<file path="src/rtl/cb_control_gen_if.sv">
// Sample-in / control-out bundle of the control-bounded front end.
//   in_data, in_valid  : sample offered by the source
//   in_ready           : front end accepts in_data this cycle
//   ctrl, ctrl_valid   : per-cycle comparator decisions, one bit per stage
//   frame_start        : marks the first ctrl of each OSR period
//   underrun, overload : one-cycle status pulses
// master = sample source / ctrl consumer, slave = the front end itself.
interface cb_control_gen_if #(
  parameter int unsigned N    = 3,
  parameter int unsigned IN_W = 16
);
  logic signed [IN_W-1:0] in_data;
  logic                   in_valid;
  logic                   in_ready;
  logic [N-1:0]           ctrl;
  logic                   ctrl_valid;
  logic                   frame_start;
  logic                   underrun;
  logic                   overload;

  modport master (
    output in_data, in_valid,
    input  in_ready, ctrl, ctrl_valid, frame_start, underrun, overload
  );

  modport slave (
    input  in_data, in_valid,
    output in_ready, ctrl, ctrl_valid, frame_start, underrun, overload
  );
endinterface

</file>
<file path="src/rtl/cb_control_gen.sv">
// Control-bounded A/D front end: chain of N saturating fixed-point integrators,
// one comparator and one +/-FB feedback term per stage. Takes one sample per OSR
// clocks and emits one N-bit control vector every clock.
// Ports:
//   clk  : clock, rising edge
//   rst  : asynchronous active-high reset
//   bus  : cb_control_gen_if.slave (sample handshake in, control stream out)
// Outputs are registered except bus.in_ready.
module cb_control_gen #(
  parameter int unsigned N       = 3,
  parameter int unsigned IN_W    = 16,
  parameter int unsigned ST_W    = 24,
  parameter int unsigned OSR     = 32,
  parameter int unsigned G_SHIFT = 2,
  parameter int unsigned FB      = 2 ** (ST_W - 3)
) (
  input logic             clk,
  input logic             rst,
  cb_control_gen_if.slave bus
);

  localparam int unsigned CntW    = (OSR > 1) ? $clog2(OSR) : 1;
  localparam int unsigned SumW    = ST_W + 2;
  localparam int unsigned A0Shift = ST_W - IN_W - 2;

  localparam logic [CntW-1:0]        CntLast = CntW'(OSR - 1);
  localparam logic signed [SumW-1:0] FbPos   = SumW'(FB);
  localparam logic signed [SumW-1:0] FbNeg   = -FbPos;
  localparam logic signed [SumW-1:0] SatMax  = {3'b000, {(ST_W-1){1'b1}}};
  localparam logic signed [SumW-1:0] SatMin  = {3'b111, {(ST_W-1){1'b0}}};
  localparam logic signed [ST_W-1:0] XMax    = {1'b0, {(ST_W-1){1'b1}}};
  localparam logic signed [ST_W-1:0] XMin    = {1'b1, {(ST_W-1){1'b0}}};

  typedef enum logic [0:0] {StIdle, StRun} state_e;

  state_e                 state_q;
  logic [CntW-1:0]        cnt_q;
  logic signed [IN_W-1:0] u_q;
  logic signed [ST_W-1:0] x_q [N];

  logic [N-1:0]           ctrl_q;
  logic                   ctrl_valid_q;
  logic                   frame_start_q;
  logic                   underrun_q;
  logic                   overload_q;

  // Integrator datapath, evaluated from the current registers.
  logic [N-1:0]           s;
  logic [N-1:0]           sat_hit;
  logic signed [ST_W-1:0] a_in [N];
  logic signed [SumW-1:0] sum  [N];
  logic signed [ST_W-1:0] x_d  [N];

  always_comb begin
    // Stage-0 input: sample scaled up to leave 2 bits of headroom in the state.
    a_in[0] = ST_W'(u_q) <<< A0Shift;
    for (int k = 1; k < N; k++) begin
      a_in[k] = x_q[k-1];
    end
    for (int k = 0; k < N; k++) begin
      s[k]       = ~x_q[k][ST_W-1];
      sum[k]     = SumW'(x_q[k]) + SumW'(a_in[k] >>> G_SHIFT) - (s[k] ? FbPos : FbNeg);
      sat_hit[k] = 1'b0;
      x_d[k]     = sum[k][ST_W-1:0];
      if (sum[k] > SatMax) begin
        x_d[k]     = XMax;
        sat_hit[k] = 1'b1;
      end else if (sum[k] < SatMin) begin
        x_d[k]     = XMin;
        sat_hit[k] = 1'b1;
      end
    end
  end

  assign bus.in_ready = (state_q == StIdle) || (cnt_q == CntLast);

  always_ff @(posedge clk or posedge rst) begin
    if (rst) begin
      state_q       <= StIdle;
      cnt_q         <= '0;
      u_q           <= '0;
      for (int k = 0; k < N; k++) begin
        x_q[k] <= '0;
      end
      ctrl_q        <= '0;
      ctrl_valid_q  <= 1'b0;
      frame_start_q <= 1'b0;
      underrun_q    <= 1'b0;
      overload_q    <= 1'b0;
    end else begin
      frame_start_q <= 1'b0;
      underrun_q    <= 1'b0;
      overload_q    <= 1'b0;
      unique case (state_q)
        StIdle: begin
          if (bus.in_valid) begin
            u_q     <= bus.in_data;
            cnt_q   <= '0;
            state_q <= StRun;
          end
        end
        StRun: begin
          for (int k = 0; k < N; k++) begin
            x_q[k] <= x_d[k];
          end
          ctrl_q        <= s;
          ctrl_valid_q  <= 1'b1;
          overload_q    <= |sat_hit;
          frame_start_q <= (cnt_q == '0);
          if (cnt_q == CntLast) begin
            cnt_q <= '0;
            // Period end: take a fresh sample or keep reusing the old one.
            if (bus.in_valid) begin
              u_q <= bus.in_data;
            end else begin
              underrun_q <= 1'b1;
            end
          end else begin
            cnt_q <= cnt_q + 1'b1;
          end
        end
        default: state_q <= StIdle;
      endcase
    end
  end

  assign bus.ctrl        = ctrl_q;
  assign bus.ctrl_valid  = ctrl_valid_q;
  assign bus.frame_start = frame_start_q;
  assign bus.underrun    = underrun_q;
  assign bus.overload    = overload_q;

endmodule

</file>
<file path="src/flat_wrapper.sv">
// flat-port wrapper written by rule: the top's interface ports become plain ports
module cb_control_gen_flat 
#(
  parameter int unsigned N       = 3,
  parameter int unsigned IN_W    = 16,
  parameter int unsigned ST_W    = 24,
  parameter int unsigned OSR     = 32,
  parameter int unsigned G_SHIFT = 2,
  parameter int unsigned FB      = 2 ** (ST_W - 3)
)
  (clk, rst, bus_in_data, bus_in_valid, bus_in_ready, bus_ctrl, bus_ctrl_valid, bus_frame_start, bus_underrun, bus_overload);
  cb_control_gen_if #(.N(N), .IN_W(IN_W)) bus_i ();
  input logic clk;
  input logic rst;
  input wire logic [$bits(bus_i.in_data)-1:0] bus_in_data;
  input wire logic [$bits(bus_i.in_valid)-1:0] bus_in_valid;
  output wire logic [$bits(bus_i.in_ready)-1:0] bus_in_ready;
  output wire logic [$bits(bus_i.ctrl)-1:0] bus_ctrl;
  output wire logic [$bits(bus_i.ctrl_valid)-1:0] bus_ctrl_valid;
  output wire logic [$bits(bus_i.frame_start)-1:0] bus_frame_start;
  output wire logic [$bits(bus_i.underrun)-1:0] bus_underrun;
  output wire logic [$bits(bus_i.overload)-1:0] bus_overload;
  assign bus_i.in_data = bus_in_data;
  assign bus_i.in_valid = bus_in_valid;
  assign bus_in_ready = bus_i.in_ready;
  assign bus_ctrl = bus_i.ctrl;
  assign bus_ctrl_valid = bus_i.ctrl_valid;
  assign bus_frame_start = bus_i.frame_start;
  assign bus_underrun = bus_i.underrun;
  assign bus_overload = bus_i.overload;
  cb_control_gen #(.N(N), .IN_W(IN_W), .ST_W(ST_W), .OSR(OSR), .G_SHIFT(G_SHIFT), .FB(FB)) u_core (.clk(clk), .rst(rst), .bus(bus_i));
endmodule
</file>
<file path="config.mk">
export PLATFORM = sky130hd
export DESIGN_NAME = cb_control_gen_flat
export DESIGN_NICKNAME = d
export VERILOG_FILES = /design/src/rtl/cb_control_gen_if.sv /design/src/rtl/cb_control_gen.sv /design/src/flat_wrapper.sv
export SDC_FILE = /design/constraint.sdc
export NUM_CORES = 1
export LEC_CHECK = 0
export ABC_CLOCK_PERIOD_IN_PS = 12820
export BUFFER_PORTS_ARGS = -buffer_cell sky130_fd_sc_hd__buf_2
export CAP_MARGIN = 20
export CORE_MARGIN = 10
export CORE_UTILIZATION = 40
export DETAILED_ROUTE_END_ITERATION = 8
export HOLD_SLACK_MARGIN = 0.08
export MAX_ROUTING_LAYER = met4
export PLACE_DENSITY = 0.55
export SLEW_MARGIN = 40
export SYNTH_ARGS = -nofsm -noshare
export SYNTH_HDL_FRONTEND = slang
export SYNTH_SLANG_ARGS = --single-unit
</file>
<file path="constraint.sdc">
create_clock -name clk -period 12.82 [get_ports clk]
set_clock_uncertainty 0.05 [all_clocks]
set_input_delay 0.641 -clock clk [delete_from_list [all_inputs] [get_ports clk]]
set_output_delay 0.641 -clock clk [all_outputs]
set_load 0.05 [all_outputs]
</file>
==> Yosys cells after proc, flatten, opt, wreduce, memory -nomap -nowiden <==
Index checks and enable logic that the tools add are counted.
{ "word_totals": {"ff_bits": 101, "out_inout_bits": 8} }
{ "op_classes": {"add_sub_neg": 7, "order_cmp": 6, "n_eq_ne": 3, "n_mux": 28, "n_bitwise": 4, "n_reduce_logical": 3} }
{ "ops": {"columns": ["operator", "n"], "rows": [
  ["24-bit two-way mux", 6],
  ["26-bit by 24-bit > comparator with 1-bit output, second input constant", 3],
  ["26-bit by 24-bit < comparator with 1-bit output, second input constant", 3],
  ["26-bit two-way mux", 3],
  ["26-bit subtractor", 3],
  ["24-bit by 22-bit adder with 25-bit output", 2],
  ["16-bit two-way mux", 2],
  ["16-bit one-hot mux with 2 select lines", 1],
  ["24-bit by 20-bit adder with 25-bit output", 1],
  ["1-bit two-way mux", 13],
  ["5-bit two-way mux", 2],
  ["5-bit one-hot mux with 2 select lines", 1],
  ["5-bit by 1-bit adder with 5-bit output, second input constant", 1],
  ["5-bit equality test, second input constant", 1],
  ["5-bit logical NOT", 1],
  ["2-bit != test, second input constant", 2],
  ["1-bit NOT", 4],
  ["3-bit OR reduction", 1],
  ["1-bit logical OR", 1]
]} }

==> Depth between registers and ports, before layout <==
{ "depth": {"word_depth": 7, "depth_mapped": 24} }

==> Worst setup path before layout <==
OpenSTA, ideal clock, no wires.
{ "synth_timing": {"kind": "register to register", "from": "register u_core.x_q (netlist bit u_core.a_in[2])", "to": "register u_core.x_q[6] in the netlist's numbering", "arrival_time_ns": 4.602, "t_required_ns": 12.684, "path_slack_ns": 8.083, "path_stages_with_launch": 20, "path_buffers": 1, "path_cell_list": "dfrtp_1 > ha_1 > fa_1 > a21oi_1 > o221ai_1 > o2111ai_1 > a31oi_1 > a311o_1 > a41oi_2 > a21oi_1 > o21ai_1 > a21boi_1 > a21o_1 > fa_1 > xnor2_1 > nand3_1 > mux2i_1 > nor2_2 > buf_8 > o221ai_2"} }
{ "synth_via": {"elab_chain_cells": 5} }
{ "synth_rtl": {"columns": ["element", "line", "text"], "rows": [
  ["start: declaration", "cb_control_gen.sv:39", "logic signed [ST_W-1:0] x_q [N];"],
  ["start signal: indexed assignment", "cb_control_gen.sv:104", "x_q[k] <= x_d[k];"],
  ["24-bit by 22-bit adder with 25-bit output *", "cb_control_gen.sv:62", "sum[k] = SumW'(x_q[k]) + SumW'(a_in[k] >>> G_SHIFT) - (s[k] ? FbPos : FbNeg);"],
  ["26-bit subtractor *", "cb_control_gen.sv:62", null],
  ["26-bit by 24-bit < comparator with 1-bit output", "cb_control_gen.sv:68", "end else if (sum[k] < SatMin) begin"],
  ["24-bit two-way mux", "cb_control_gen.sv:68", null],
  ["24-bit two-way mux *", "cb_control_gen.sv:65", "if (sum[k] > SatMax) begin"]
]} }
Mark *: on every way between the ends. The rest lies on a longest branch, timed or not.
A chain may end at the register's enable or synchronous reset.

==> Final worst setup path <==
{ "layout_timing": {"from": "register u_core.x_q (netlist bit u_core.a_in[26])", "to": "register u_core.x_q (netlist bit u_core.a_in[22])"} }
The elaborated chain is that of the path after synthesis.

==> flow_metrics.env <==
export IMPL_worst_pin_slew_ps=781
export IMPL_cts_buffers=9
export IMPL_cp_depth=22
export IMPL_syn_area_mm2=0.00805
export IMPL_postLayoutCellArea_mm2=0.00865
export IMPL_yosysTopAreaCellShare=0.305
export IMPL_path_clk_slew_ps=70
export IMPL_yosysMostFrequentCell="dfrtp_1"
export IMPL_layout_drive_gt1_share=0.134
export IMPL_synth_edff_count=0
export IMPL_cpPeakStageDelay_ps=450
export IMPL_critPathCaptureType="flop"
export IMPL_clkLatencyLatePin_ps=350
export IMPL_htreeDepth=3
export IMPL_wl_per_cell_um=14.8
export IMPL_startpoint_type="flop"
export IMPL_synth_warnings=0
export IMPL_postRouteAntennaNets=0
export IMPL_fin_crit_ps=5470
export IMPL_cts_hold_buf=0
export IMPL_numPortBuffers=26
export IMPL_routed_via_count=6183
export IMPL_die_height_um=162
export IMPL_dieArea_mm2=0.0262
export IMPL_clockRootBuffer="clkbuf_16"
export IMPL_synthTopCellsByCount="dfrtp_1 (98), a21oi_1 (97), ha_1 (80), nor2_1 (74), nand2_1 (62)"
export IMPL_crit_required_ps=13060
export IMPL_r2r_start="u_core.a_in[26]"
export IMPL_die_x_um=162
export IMPL_ys_ff_latch=98
export IMPL_grt_overflow=0
export IMPL_num_io_pins=27
export IMPL_worstSetupPathType="reg -> reg"
export IMPL_antenna_found_initial=0
export IMPL_antenna_cells=0
export IMPL_crit_slowest_cell="dfrtp_1"
export IMPL_cts_path_max_buffers=2
export IMPL_synth_seq_area_share=0.305
export IMPL_met2WireLength_mm=7.76
export IMPL_via_per_inst=5.29
export IMPL_drv_cap=0
export IMPL_placed_area_mm2=0.00834
export IMPL_synth_largest_area_cell="dfrtp_1"
export IMPL_start_util=0.410
export IMPL_status="finished clean"
export IMPL_synth_distinct_cells=83
export IMPL_core_area_mm2=0.0197
export IMPL_path_buf_inv=2
export IMPL_drt_met1_wl_mm=9.04
export IMPL_placed_cells=1153
export IMPL_grt_first_pass_wirelength_mm=30.0
export IMPL_layoutNonFillerInstCount=1169
export IMPL_hold_viol=0
export IMPL_wl_met3_um=299
export IMPL_synth_nets=996
export IMPL_relSlewSlack=0.476
export IMPL_synthTopCellsByArea="dfrtp_1 (30%), ha_1 (12%), a21oi_1 (6.0%)"
export IMPL_setup_viol=0
export IMPL_ys_flop_type="dfrtp_1"
export IMPL_area_delta_synth_final_pct=7.40
export IMPL_drtIter0Drc=307
export IMPL_cp_top_family="compound AO/OA/AOI/OAI gates"
export IMPL_cts_tree="done"
export IMPL_r2r_end="u_core.a_in[22]"
export IMPL_crit_path_end="u_core.a_in[22]"
export IMPL_fin_crit_sh=0.427
export IMPL_reg2reg_depth=22
export IMPL_grt_max_degree=67
export IMPL_grt_pass1_vias=6086
export IMPL_fmax_mhz=183
export IMPL_critPathMaxFanout=21
export IMPL_totalNegativeSetupSlack_ps=0
export IMPL_postCtsSetupRepairBufs=0
export IMPL_grtUsageTotal=0.141
export IMPL_crit_arrival_ps=5710
export IMPL_detailed_place_hpwl_mm=13.3
export IMPL_critPathMostFrequentCell="ha_1"
export IMPL_syn_inst=891
export IMPL_crit_chain="ha_1 > fa_1 > a21o_1 > a21oi_1 > o211ai_1 > a32oi_1 > nand2b_1 > a21bo_2 > a211oi_1 > o21bai_1 > xor2_1 > ha_1 > and4_1 > a31oi_1 > o21ai_0 > nor3_2 > mux2_1 > a221oi_2 > buf_4 > inv_1 > a21boi_1 > mux2_2"
export IMPL_cp_startpoint="u_core.a_in[26]"
export IMPL_drt_pass1_iter_count=4
export IMPL_reg2reg_slack_ps=7350
export IMPL_clock_sinks=98
export IMPL_top_layer_used="met4"
export IMPL_drv_slew=0
export IMPL_grt_setup_unrepaired="false"
export IMPL_rows=51
export IMPL_drcViolationCount=0
export IMPL_gp_congestion=0.813
export IMPL_synthArstFlopShare=1.00
export IMPL_hold_path_class="in -> async"
export IMPL_finalNetCount=1004
export IMPL_cts_resized_gates=0
export IMPL_avgSynthCellArea_um2=9.04
export IMPL_wirelength_mm=17.3
==> cells by family after synthesis <==
logic type | after synthesis | synth area share
AND/OR/NAND/NOR | 242 | 0.147
buffers and inverters | 95 | 0.0575
flip-flops | 98 | 0.305
multiplexers | 27 | 0.0370
XOR/XNOR | 62 | 0.0684
AO/OA/AOI/OAI | 281 | 0.247
adder cells (fa/ha/maj) | 86 | 0.139
==> per-stage QoR <==
stage                     hold WS [ps]  setup slack, ps  utilization
after floorplan                    434             8080            -
after global placement             395             7270        0.424
after detailed placement           398             7330        0.424
after CTS                          363             7290        0.440
after global routing               394             6870        0.440
final                              342             7350        0.440
==> layout make-up <==
type                       count  area, um^2
fill                        1972       11000
multi-input combinational    698        5160
sequential                    98        2460
tap                          265         332
clock buffer                  11         243
inverter                      61         231
timing repair buffer          31         168
clock inverter                 5        62.6
==> cell usage in the layout, fill, tap and decap left out, types with 25 or more instances in the layout <==
cell and n:
nand2_1 62, nor2_1 74, xor2_1 25, a21o_1 28
o21ai_0 29, buf_2 26, a21oi_1 97, xnor2_1 36
ha_1 80, inv_1 60, dfrtp_1 97
==> state kept, by name, indices dropped and copies added, names as in the netlist <==
| signal | count |
|---|---|
| u_core.bus.ctrl | 3 |
| u_core.bus.overload | 1 |
| u_core.cnt_q | 5 |
| u_core.a_in | 45 |
| u_core.u_q | 16 |
| u_core.bus.ctrl_valid | 1 |
| u_core.x_q | 24 |
| u_core.state_q | 1 |
| u_core.bus.underrun | 1 |
| u_core.bus.frame_start | 1 |
==> worst min path at each step <==
stage,from,end,cells past startpoint
after floorplan,u_core.u_q[10],u_core.u_q[10],1
after global placement,u_core.bus.ctrl_valid,u_core.bus.ctrl_valid,1
after detailed placement,u_core.bus.ctrl_valid,u_core.bus.ctrl_valid,1
after CTS,rst,u_core.state_q,2
after global routing,rst,u_core.bus.underrun,2
final,rst,u_core.state_q,2
==> layer usage <==
metal / vias up / track usage
met4: 0 / 0.0418
met2: 58 / 0.218
met5: - / -
met3: 14 / 0.0152
met1: 2875 / 0.190
li1: 3236 / -
Power is not shown: default switching activity piles up to over one toggle a cycle in this logic, so the estimate is an artifact.
